[src/rtl/spi_cmd_ctrl_if.sv]
// spi_cmd_ctrl_if: byte-stream input and register-bank write port bundle.
// Ports (slave = controller side):
//   SENABLE    in   raw SPI frame enable, low active, asynchronous
//   BYTE_VALID in   one-cycle strobe for a received byte
//   BYTE_DATA  in   received byte
//   REG_ACK    in   register-bank write acknowledge
//   REG_WE     out  write request, held until acked or timed out
//   REG_ADDR   out  write address (ADDR_W bits)
//   REG_WDATA  out  write data (16 bits)
//   BUSY       out  frame or write in progress
//   ERR        out  one-cycle error pulse
interface spi_cmd_ctrl_if #(
    parameter int ADDR_W = 4
);
    logic              SENABLE;
    logic              BYTE_VALID;
    logic [7:0]        BYTE_DATA;
    logic              REG_ACK;
    logic              REG_WE;
    logic [ADDR_W-1:0] REG_ADDR;
    logic [15:0]       REG_WDATA;
    logic              BUSY;
    logic              ERR;

    modport master (
        output SENABLE, BYTE_VALID, BYTE_DATA, REG_ACK,
        input  REG_WE, REG_ADDR, REG_WDATA, BUSY, ERR
    );

    modport slave (
        input  SENABLE, BYTE_VALID, BYTE_DATA, REG_ACK,
        output REG_WE, REG_ADDR, REG_WDATA, BUSY, ERR
    );
endinterface

[src/rtl/spi_cmd_ctrl.sv]
// spi_cmd_ctrl: turns a 3-byte SPI command frame (cmd, data hi, data lo)
// into a single register-bank write with ack handshake and ack timeout.
// Ports:
//   CLK    in  system clock, rising edge
//   RESET  in  asynchronous active-high reset
//   bus    spi_cmd_ctrl_if.slave (byte input, register write, BUSY, ERR)
// Parameters: ADDR_W (1..7) address width, ACK_TIMEOUT (1..65535) cycles.
// Optional: define SPI_CMD_CHECKSUM_EN for a 4th XOR checksum byte.
module spi_cmd_ctrl #(
    parameter int ADDR_W      = 4,
    parameter int ACK_TIMEOUT = 255
) (
    input  logic          CLK,
    input  logic          RESET,
    spi_cmd_ctrl_if.slave bus
);

    localparam int CNT_W = 16;
    localparam logic [CNT_W-1:0] TO_LAST = CNT_W'(ACK_TIMEOUT - 1);

    typedef enum logic [2:0] {
        S_CMD,
        S_DHI,
        S_DLO,
        S_CHK,
        S_WAIT
    } state_e;

    state_e            state_q;
    logic              sen_meta_q;
    logic              sen_sync_q;
    logic              wr_q;
    logic              we_q;
    logic              err_q;
    logic [ADDR_W-1:0] addr_q;
    logic [15:0]       wdata_q;
    logic [CNT_W-1:0]  cnt_q;
`ifdef SPI_CMD_CHECKSUM_EN
    logic [7:0]        cks_q;
`endif

    assign bus.REG_WE    = we_q;
    assign bus.REG_ADDR  = addr_q;
    assign bus.REG_WDATA = wdata_q;
    assign bus.ERR       = err_q;
    assign bus.BUSY      = (state_q != S_CMD);

    always_ff @(posedge CLK or posedge RESET) begin
        if (RESET) begin
            state_q    <= S_CMD;
            sen_meta_q <= 1'b1;
            sen_sync_q <= 1'b1;
            wr_q       <= 1'b0;
            we_q       <= 1'b0;
            err_q      <= 1'b0;
            addr_q     <= '0;
            wdata_q    <= '0;
            cnt_q      <= '0;
`ifdef SPI_CMD_CHECKSUM_EN
            cks_q      <= '0;
`endif
        end else begin
            sen_meta_q <= bus.SENABLE;
            sen_sync_q <= sen_meta_q;
            err_q      <= 1'b0;

            case (state_q)
                S_CMD: begin
                    // SENABLE high here (e.g. after a write) is harmless
                    if (bus.BYTE_VALID && !sen_sync_q) begin
                        wr_q    <= bus.BYTE_DATA[7];
                        addr_q  <= bus.BYTE_DATA[ADDR_W-1:0];
`ifdef SPI_CMD_CHECKSUM_EN
                        cks_q   <= bus.BYTE_DATA;
`endif
                        state_q <= S_DHI;
                    end
                end

                S_DHI: begin
                    // frame end beats a coincident byte
                    if (sen_sync_q) begin
                        err_q   <= 1'b1;
                        state_q <= S_CMD;
                    end else if (bus.BYTE_VALID) begin
                        wdata_q[15:8] <= bus.BYTE_DATA;
`ifdef SPI_CMD_CHECKSUM_EN
                        cks_q         <= cks_q ^ bus.BYTE_DATA;
`endif
                        state_q       <= S_DLO;
                    end
                end

                S_DLO: begin
                    if (sen_sync_q) begin
                        err_q   <= 1'b1;
                        state_q <= S_CMD;
                    end else if (bus.BYTE_VALID) begin
                        wdata_q[7:0] <= bus.BYTE_DATA;
`ifdef SPI_CMD_CHECKSUM_EN
                        cks_q        <= cks_q ^ bus.BYTE_DATA;
                        state_q      <= S_CHK;
`else
                        if (wr_q) begin
                            we_q    <= 1'b1;
                            cnt_q   <= '0;
                            state_q <= S_WAIT;
                        end else begin
                            state_q <= S_CMD;
                        end
`endif
                    end
                end

`ifdef SPI_CMD_CHECKSUM_EN
                S_CHK: begin
                    if (sen_sync_q) begin
                        err_q   <= 1'b1;
                        state_q <= S_CMD;
                    end else if (bus.BYTE_VALID) begin
                        if (bus.BYTE_DATA != cks_q) begin
                            err_q   <= 1'b1;
                            state_q <= S_CMD;
                        end else if (wr_q) begin
                            we_q    <= 1'b1;
                            cnt_q   <= '0;
                            state_q <= S_WAIT;
                        end else begin
                            state_q <= S_CMD;
                        end
                    end
                end
`endif

                S_WAIT: begin
                    // a byte arriving mid-write is dropped and flagged
                    if (bus.BYTE_VALID) begin
                        err_q <= 1'b1;
                    end
                    if (bus.REG_ACK) begin
                        we_q    <= 1'b0;
                        cnt_q   <= '0;
                        state_q <= S_CMD;
                    end else if (cnt_q == TO_LAST) begin
                        we_q    <= 1'b0;
                        err_q   <= 1'b1;
                        cnt_q   <= '0;
                        state_q <= S_CMD;
                    end else begin
                        cnt_q <= cnt_q + 1'b1;
                    end
                end

                default: begin
                    state_q <= S_CMD;
                end
            endcase
        end
    end

endmodule

[src/flat_wrapper.sv]
// flat-port wrapper written by rule: the top's interface ports become plain ports
module spi_cmd_ctrl_flat 
#(
    parameter int ADDR_W      = 4,
    parameter int ACK_TIMEOUT = 255
)
  (CLK, RESET, bus_SENABLE, bus_BYTE_VALID, bus_BYTE_DATA, bus_REG_ACK, bus_REG_WE, bus_REG_ADDR, bus_REG_WDATA, bus_BUSY, bus_ERR);
  spi_cmd_ctrl_if #(.ADDR_W(ADDR_W)) bus_i ();
  input  logic CLK;
  input  logic RESET;
  input wire logic [$bits(bus_i.SENABLE)-1:0] bus_SENABLE;
  input wire logic [$bits(bus_i.BYTE_VALID)-1:0] bus_BYTE_VALID;
  input wire logic [$bits(bus_i.BYTE_DATA)-1:0] bus_BYTE_DATA;
  input wire logic [$bits(bus_i.REG_ACK)-1:0] bus_REG_ACK;
  output wire logic [$bits(bus_i.REG_WE)-1:0] bus_REG_WE;
  output wire logic [$bits(bus_i.REG_ADDR)-1:0] bus_REG_ADDR;
  output wire logic [$bits(bus_i.REG_WDATA)-1:0] bus_REG_WDATA;
  output wire logic [$bits(bus_i.BUSY)-1:0] bus_BUSY;
  output wire logic [$bits(bus_i.ERR)-1:0] bus_ERR;
  assign bus_i.SENABLE = bus_SENABLE;
  assign bus_i.BYTE_VALID = bus_BYTE_VALID;
  assign bus_i.BYTE_DATA = bus_BYTE_DATA;
  assign bus_i.REG_ACK = bus_REG_ACK;
  assign bus_REG_WE = bus_i.REG_WE;
  assign bus_REG_ADDR = bus_i.REG_ADDR;
  assign bus_REG_WDATA = bus_i.REG_WDATA;
  assign bus_BUSY = bus_i.BUSY;
  assign bus_ERR = bus_i.ERR;
  spi_cmd_ctrl #(.ADDR_W(ADDR_W), .ACK_TIMEOUT(ACK_TIMEOUT)) u_core (.CLK(CLK), .RESET(RESET), .bus(bus_i));
endmodule
[config.mk]
export PLATFORM = sky130hd
export DESIGN_NAME = spi_cmd_ctrl_flat
export DESIGN_NICKNAME = d
export VERILOG_FILES = /design/src/rtl/spi_cmd_ctrl_if.sv /design/src/rtl/spi_cmd_ctrl.sv /design/src/flat_wrapper.sv
export SDC_FILE = /design/constraint.sdc
export NUM_CORES = 1
export LEC_CHECK = 0
export CAP_MARGIN = 10
export CORE_MARGIN = 2
export CORE_UTILIZATION = 54
export DETAILED_ROUTE_END_ITERATION = 10
export DONT_BUFFER_PORTS = 1
export PLACE_DENSITY = 0.7
export SYNTH_ARGS = -nofsm -noshare
export SYNTH_HDL_FRONTEND = slang
export SYNTH_SLANG_ARGS = --single-unit
[constraint.sdc]
create_clock -name CLK -period 4.5 [get_ports CLK]
set_clock_uncertainty 0.2 [all_clocks]
set_input_delay 0.45 -clock CLK [delete_from_list [all_inputs] [get_ports CLK]]
set_output_delay 0.45 -clock CLK [all_outputs]
set_load 0.05 [all_outputs]
# Word level (Yosys, flattened, before mapping)
# Index checks and enable logic that the tools add are counted.
dict set report totals {
  output_inout_bits 23
  register_bits 44
  wordCells 61
}
dict set report classes {
  reduce_logical 12
  n_mux 26
  n_addsub 1
  eq_ne 11
  bitwise_logic 1
}
# operator n
set op_table {}
lappend op_table {{$mux W16} 5}
lappend op_table {{$pmux W16 S2} 1}
lappend op_table {{$mux W3} 8}
lappend op_table {{$add A16 B1 Y16 const B} 1}
lappend op_table {{$eq A16 B8 Y1 const B} 1}
lappend op_table {{$pmux W3 S4} 1}
lappend op_table {{$mux W1} 9}
lappend op_table {{$ne A3 B2 Y1 const B} 3}
lappend op_table {{$reduce_and A4 Y1} 2}
lappend op_table {{$reduce_and A3 Y1} 2}
lappend op_table {{$reduce_and A5 Y1} 1}
lappend op_table {{$ne A2 B1 Y1 const B} 2}
lappend op_table {{$ne A2 B2 Y1 const B} 2}
lappend op_table {{$pmux W1 S2} 2}
lappend op_table {{$eq A3 B1 Y1 const B} 1}
lappend op_table {{$eq A3 B2 Y1 const B} 1}
lappend op_table {{$eq A3 B3 Y1 const B} 1}
lappend op_table {{$logic_not A3 Y1} 1}
lappend op_table {{$reduce_bool A3 Y1} 1}
lappend op_table {{$reduce_and A2 Y1} 1}
lappend op_table {{$reduce_bool A2 Y1} 1}
lappend op_table {{$reduce_or A2 Y1} 1}
lappend op_table {{$logic_and A1 B1 Y1} 1}
lappend op_table {{$logic_not A1 Y1} 1}
lappend op_table {{$not A1 Y1} 1}

# Depth between registers and ports, before layout
# Gate-level depths: netlist of run 1.
dict set report depth {
  word_depth 4
  mapped_depth 7
}

# Worst setup path after synthesis of run 1
# No wires, ideal clock.
dict set report synth_timing {
  kind {register to register}
  startpoint {register u_core.cnt_q[0]}
  endpoint {register u_core.cnt_q[2]}
  setup_ns 0.126
  period_less_slack_ns 2.045
  stages_incl_launch_ff 7
  arrival_ns 1.719
  path_slack_ns 2.455
  n_path_buf 0
  cell_sequence {dfrtp_1 > inv_1 > ha_1 > nor4b_1 > and4b_1 > nor2_1 > a221o_1}
}
dict set report synth_via {
  elab_chain_cells 4
  elab_cells_between_ends 5
  cone_classes {1 x add/sub; 1 x eq/ne; 3 x mux}
}
# element line
set synth_lines {}
lappend synth_lines {{from (decl)} spi_cmd_ctrl.sv:37} ;# logic [CNT_W-1:0] cnt_q;
lappend synth_lines {{from (signal assigned)} spi_cmd_ctrl.sv:150} ;# cnt_q <= cnt_q + 1'b1;
lappend synth_lines {{$add A16 B1 Y16 / $eq A16 B8 Y1 (equally long branches)} {spi_cmd_ctrl.sv:150, spi_cmd_ctrl.sv:144}}
lappend synth_lines {{$mux W16 *} spi_cmd_ctrl.sv:144} ;# end else if (cnt_q == TO_LAST) begin
lappend synth_lines {{$mux W16 *} spi_cmd_ctrl.sv:140} ;# if (bus.REG_ACK) begin
lappend synth_lines {{$pmux W16 S2 *} spi_cmd_ctrl.sv:67} ;# case (state_q)
# Every way passes the cells marked *; elsewhere a longest branch is shown, timed or not.
# A chain may end at the register's enable or synchronous reset.

# Worst setup path after layout of run 1
dict set report layout_timing {
  startpoint {register u_core.cnt_q[0]}
  endpoint {register u_core.cnt_q[14]}
}
# Same word-level chain as after synthesis.

==> results of run 1 <==
cells by family after synthesis:
| family | share of synthesized area (%) |
|---|---|
| buffers and inverters | 2.849 |
| flip-flops | 52.34 |
| AND/OR/NAND/NOR | 24.33 |
| adder cells (fa/ha/maj) | 1.187 |
| AO/OA/AOI/OAI | 11.93 |
| XOR/XNOR | 0.4155 |
| multiplexers | 6.944 |
power groups by stage:
stage / sequential, mW / combinational [mW] / clock [mW]
floorplan: 0.685 / 0.0767 / 0
global placement: 0.701 / 0.0813 / 0
detailed placement: 0.703 / 0.0875 / 0
CTS: 0.696 / 0.0881 / 0.266
global route: 0.703 / 0.0984 / 0.281
finish: 0.696 / 0.0865 / 0.261
through the flow:
step	setup WS [ns]	utilization [%]	total power, mW
2_1_floorplan	2.455	-	0.7617
3_3_place_gp	2.109	57.44	0.7826
3_5_place_dp	1.961	57.44	0.7900
4_1_cts	1.950	60.54	1.050
5_1_grt	1.768	60.54	1.082
6_report	1.954	60.54	1.044
sequential cells by signal, summed over array words and instances (netlist names):
name,count
u_core.bus.REG_WDATA,16
u_core.bus.ERR,1
u_core.sen_sync_q,1
u_core.cnt_q,16
u_core.bus.REG_WE,1
u_core.bus.REG_ADDR,4
u_core.state_q,3
u_core.sen_meta_q,1
u_core.wr_q,1
layout by cell type, fill, tap and decap left out, types with 3 or more instances in the layout:
cell / instances
inv_1: 5
nor4b_1: 3
mux2_2: 13
or3_1: 6
a21oi_1: 13
o31ai_1: 6
nor2_1: 3
nand2_1: 33
nor2b_1: 3
and3_1: 4
or4_1: 6
dfrtp_1: 42
o21ai_0: 9
nand3_1: 7
clkbuf_8: 5
worst paths after layout:
| path | to | depth (start not counted) |
|---|---|---|
| min in group asynchronous | u_core.cnt_q[7] | 3 |
| worst max register to register | u_core.cnt_q[14] | 6 |
| worst min-delay path | u_core.bus.REG_WDATA[1] | 2 |
| worst max-delay path | u_core.cnt_q[14] | 6 |
| max in group asynchronous | u_core.sen_sync_q | 3 |
| worst min register to register | u_core.sen_sync_q | 0 |
what timing repair did:
item                      CTS  global route
hold buffers                2             0
hold endpoints to repair   43             0
setup buffers               0             0
final cells by class:
type	count	area [sq um]	area share (%)
Clock inverter	3	26.28	1.168
Sequential cell	44	1104	49.05
Inverter	5	18.77	0.8343
Timing Repair Buffer	3	27.53	1.224
Multi-Input combinational cell	139	944.7	41.99
Tap cell	48	60.06	2.670
Clock buffer	5	68.82	3.059
worst max-delay path, delay by kind of cell (launching register included):
| family | cells | cell delay, ns |
|---|---|---|
| AO/OA/AOI/OAI | 2 | 0.82 |
| adder cells (fa/ha/maj) | 1 | 0.14 |
| buffers and inverters | 1 | 0.09 |
| flip-flops | 1 | 0.45 |
| AND/OR/NAND/NOR | 2 | 0.70 |
routing by layer:
| layer | vias up | track usage (%) |
|---|---|---|
| met5 | - | 0 |
| met4 | 0 | 6.888 |
| met3 | 3 | 7.770 |
| met2 | 55 | 37.00 |
| met1 | 785 | 25.98 |
| li1 | 719 | - |
==> impl_metrics.env, run 1 <==
export IMPL_status="finished, final reports clean"
export IMPL_cap_violations=0
export IMPL_dpl_cell_area_sq_mm=0.002135
export IMPL_hpwl_um=3047
export IMPL_fin_cells=247
export IMPL_syn_to_final_growth_pct=6.706
export IMPL_met2WireLength_um=2228
export IMPL_p_per_area_mw_per_mm2=464.0
export IMPL_synthTopCellsByCount="42 x dfrtp_1, 33 x nand2_1, 13 x a21oi_1, 13 x mux2_2, 9 x o21ai_0"
export IMPL_period_share_pct=56.57
export IMPL_startpoint="u_core.cnt_q[0]"
export IMPL_synth_flop_cell="dfrtp_1"
export IMPL_drive_above_1_share_pct=17.59
export IMPL_tns_ns=0
export IMPL_htreeDepth=2
export IMPL_ys_top_cells_by_area="dfrtp_1 50%, mux2_2 6.9%, nand2_1 5.9%, a21oi_1 3.1%, dfstp_2 2.5%"
export IMPL_switching_power_mw=0.4342
export IMPL_grt_max_degree=45
export IMPL_die_area_sq_mm=0.004420
export IMPL_antenna_found_initial=0
export IMPL_clk_path_buf_depth=2
export IMPL_min_path_type="input port to flip-flop"
export IMPL_crit_chain="inv_1 -> ha_1 -> nor4b_1 -> nand4b_4 -> a211oi_2 -> a21oi_1"
export IMPL_cts_root_buf="clkbuf_8"
export IMPL_rows=22
export IMPL_dr_max_layer_used="met4"
export IMPL_synth_edf_count=0
export IMPL_synth_most_common_cell="dfrtp_1"
export IMPL_num_vias=1562
export IMPL_synthCells=195
export IMPL_max_freq_ghz=0.3928
export IMPL_initial_utilization_pct=56.73
export IMPL_setup_violations=0
export IMPL_place_congestion=0.7760
export IMPL_synth_nets=210
export IMPL_slowest_stage="a211oi_2"
export IMPL_cts_repair_resized=0
export IMPL_drv_slew=0
export IMPL_wl_um=4359
export IMPL_hp_start="bus_BYTE_DATA[1]"
export IMPL_drc=0
export IMPL_cts_buffers=5
export IMPL_yosysTopAreaCell="dfrtp_1"
export IMPL_rsz0062_at_grt="false"
export IMPL_cp_start_kind="flip-flop"
export IMPL_wl_met3_um=323
export IMPL_hold_viol_final=0
export IMPL_whs_ns=0.04885
export IMPL_final_nets=213
export IMPL_viasPerCell=6.324
export IMPL_required_ns=4.46
export IMPL_maxSlewHeadroom_pct=47.78
export IMPL_wl_per_cell_um=17.65
export IMPL_drtIter0Drc=108
export IMPL_grt_pass1_wl_um=7079
export IMPL_fp_dieW_um=66.49
export IMPL_num_io_pins=36
export IMPL_clockPowerShare_pct=25.0
export IMPL_final_cell_area_sq_mm=0.002250
export IMPL_cp_end_kind="flip-flop"
export IMPL_grt_pass1_vias=1566
export IMPL_place_port_buffers=0
export IMPL_placed_cells=237
export IMPL_path_max_fanout=11
export IMPL_grt_ovfl_total=0
export IMPL_dr_pass1_iters=4
export IMPL_critPathKind="flip-flop to flip-flop"
export IMPL_syn_cell_area_sq_mm=0.002108
export IMPL_fill_cells=320
export IMPL_synth_cell_types=43
export IMPL_sw_frac_of_total_pct=41.59
export IMPL_die_height_um=66.49
export IMPL_regToRegSetupSlack_ns=1.95
export IMPL_ant_nets=0
export IMPL_grt_use_total_pct=21.86
export IMPL_ir_drop_uv=381.4
export IMPL_async_flop_share_pct=100.0
export IMPL_worst_skew_pair_late_latency_ns=0.31
export IMPL_yosys_register_bits=44
export IMPL_r2r_start="u_core.cnt_q[0]"
export IMPL_synth_top_area_share_pct=49.85
export IMPL_max_slew_worst_pin_slew_ns=0.7833
export IMPL_synth_warnings=0
export IMPL_core_area_sq_mm=0.003716
export IMPL_p_comb_share_pct=8.3
export IMPL_critPathMaxStageDelay_ns=0.72
export IMPL_yosysSeqAreaShare_pct=52.34
export IMPL_syn_area_per_cell_sq_um=10.81
export IMPL_worst_ep_arrival_time_ns=2.50
export IMPL_pwr_share_seq_pct=66.7
export IMPL_power_leakage_nw=0.9936
export IMPL_cts_tree="done"
export IMPL_clk_pin_slew_ns=0.09
export IMPL_internal_power_mw=0.6096
export IMPL_clock_sinks=44
export IMPL_finalCriticalPeriod_ns=2.546
export IMPL_antenna_cells=0
export IMPL_wl_met1_um=1769
Note: power is estimated with default switching activity, not from simulation.
==> inputs of run 2 (changes only) <==
==> constraint.sdc (replaced) <==
create_clock -name CLK -period 2.58 [get_ports CLK]
set_clock_uncertainty 0.2 [all_clocks]
set_input_delay 0.258 -clock CLK [delete_from_list [all_inputs] [get_ports CLK]]
set_output_delay 0.258 -clock CLK [all_outputs]
set_load 0.05 [all_outputs]
==> run 2 against run 1 <==
Effect of this change:
- non-clock buffer count grew 10
- worst setup slack lost 1.6 ns
- register-to-register slack lost 1.6 ns
- sequential share of layout area shrank 2.6 points
- core utilization grew 3.3 points
- global-route usage grew 0.47 points
- largest cell class unchanged
==> impl_metrics.env, run 2 (synthesized netlist as in run 1, its figures left out) <==
export IMPL_fp_dieW_um=66.49
export IMPL_max_freq_ghz=0.4524
export IMPL_path_buf_inv=2
export IMPL_place_congestion=0.7966
export IMPL_rows=22
export IMPL_required_ns=2.54
export IMPL_mostFrequentLayoutCells="42 x dfrtp_1, 33 x nand2_1, 13 x a21oi_1, 13 x mux2_2, 11 x dlygate4sd3_1"
export IMPL_slowest_stage="nor4b_1"
export IMPL_setup_violations=0
export IMPL_p_per_area_mw_per_mm2=813.5
export IMPL_cp_end_kind="flip-flop"
export IMPL_min_path_type="input port to flip-flop"
export IMPL_core_area_sq_mm=0.003716
export IMPL_wl_per_cell_um=17.28
export IMPL_syn_to_final_growth_pct=12.58
export IMPL_status="finished, final reports clean"
export IMPL_startpoint="u_core.cnt_q[0]"
export IMPL_period_share_pct=85.67
export IMPL_worstRegToRegCells=7
export IMPL_max_slew_worst_pin_slew_ns=0.7824
export IMPL_rsz0062_at_grt="false"
export IMPL_total_power_mw=1.931
export IMPL_worst_ep_arrival_time_ns=2.17
export IMPL_r2r_start="u_core.cnt_q[0]"
export IMPL_drive_above_1_share_pct=17.22
export IMPL_drv_slew=0
export IMPL_final_nets=223
export IMPL_die_height_um=66.49
export IMPL_tns_ns=0
export IMPL_clk_pin_slew_ns=0.08
export IMPL_die_area_sq_mm=0.004420
export IMPL_num_io_pins=36
export IMPL_drtIter0Drc=102
export IMPL_hold_viol_final=0
export IMPL_clk_path_buf_depth=2
export IMPL_ant_nets=0
export IMPL_fill_cells=311
export IMPL_hold_path_depth=3
export IMPL_worst_skew_pair_late_latency_ns=0.30
export IMPL_viasPerCell=6.160
export IMPL_htreeDepth=2
export IMPL_crit_chain="inv_1 -> ha_1 -> nor4b_1 -> nand4b_4 -> a211oi_2 -> buf_4 -> a21oi_1"
export IMPL_grt_pass1_vias=1591
export IMPL_hp_start="bus_BYTE_VALID"
export IMPL_wl_um=4441
export IMPL_critPathMaxStageDelay_ns=0.49
export IMPL_cts_tree="done"
export IMPL_grt_use_total_pct=22.33
export IMPL_cp_depth=7
export IMPL_layout_commonest_cell="dfrtp_1"
export IMPL_utilization_pct=63.87
export IMPL_hpwl_um=3030
export IMPL_num_vias=1583
export IMPL_clock_sinks=44
export IMPL_initial_utilization_pct=56.73
export IMPL_final_cell_area_sq_mm=0.002374
export IMPL_grt_ovfl_total=0
export IMPL_dr_pass1_iters=4
export IMPL_drc=0
export IMPL_power_leakage_nw=1.049
export IMPL_grt_max_degree=45
export IMPL_ir_drop_uv=520.2
export IMPL_path_max_fanout=11
export IMPL_dpl_cell_area_sq_mm=0.002142
export IMPL_critPathKind="flip-flop to flip-flop"
export IMPL_finalCriticalPeriod_ns=2.210
export IMPL_cts_root_buf="clkbuf_8"
export IMPL_maxSlewHeadroom_pct=47.84
export IMPL_antenna_cells=0
export IMPL_antenna_found_initial=0
export IMPL_place_port_buffers=0
export IMPL_cp_top_family="simple AND/OR/NAND/NOR gates"
export IMPL_cap_violations=0
export IMPL_whs_ns=0.01164
export IMPL_grt_pass1_wl_um=7320
export IMPL_cts_buffers=5
export IMPL_cp_start_kind="flip-flop"
==> run 2: changes by cell type in the layout (fill, tap and decap cells not counted) <==
cell / previous run / this run
buf_4: 1 / 2
clkbuf_8: 5 / 6
inv_6: 2 / 0
dlygate4sd3_1: 2 / 11
bufinv_16: 0 / 1
==> run 2: per-layer routing <==
metal / track usage, % / vias up / routed length, um
li1: - / 739 / -
met1: 27.29 / 798 / 1896
met2: 37.13 / 41 / 2231
met3: 7.264 / 5 / 263
met4: 7.653 / 0 / 50
met5: 0 / - / 0
==> run 2: tightest hold or removal path: stages <==
cell,delay (ns)
nor4_1,0.02
a21oi_1,0.10
o21ai_0,0.08
==> run 2: power breakdown <==
part	switching [mW]	total, mW	internal [mW]
clock	0.235	0.552	0.317
combinational	0.0806	0.166	0.0852
sequential	0.425	1.21	0.789
==> run 2: stage by stage <==
stage	instances	setup slack, ns
final	257	0.3696
after global routing	257	0.2071
after CTS	257	0.3608
after detailed placement	238	0.3743
after global placement	238	0.4662
after floorplan	195	0.5347
==> run 2: final timing paths <==
path                                     endpoint  slack (ns)
worst max-delay path             u_core.cnt_q[14]        0.37
worst min-delay path            u_core.state_q[0]        0.01
worst max register to register   u_core.cnt_q[14]        0.37
worst min register to register  u_core.sen_sync_q        0.16
max in group asynchronous       u_core.sen_meta_q        1.46
min in group asynchronous         u_core.cnt_q[6]        0.34
==> run 2: what timing repair did <==
item / CTS / global route
gates resized for setup: 0 / 0
endpoints found under the hold margin: 65 / 0
hold buffers: 11 / 0
setup buffers: 0 / 0
==> run 2: final cells by class <==
class,count,area [sq um],area share (%)
clock buffers,6,82.58,3.479
clock inverters,2,38.79,1.634
inverters,5,18.77,0.7907
multi-input cells,139,944.7,39.80
flip-flops and latches,44,1104,46.49
well taps,48,60.06,2.530
repair buffers,13,125.1,5.271
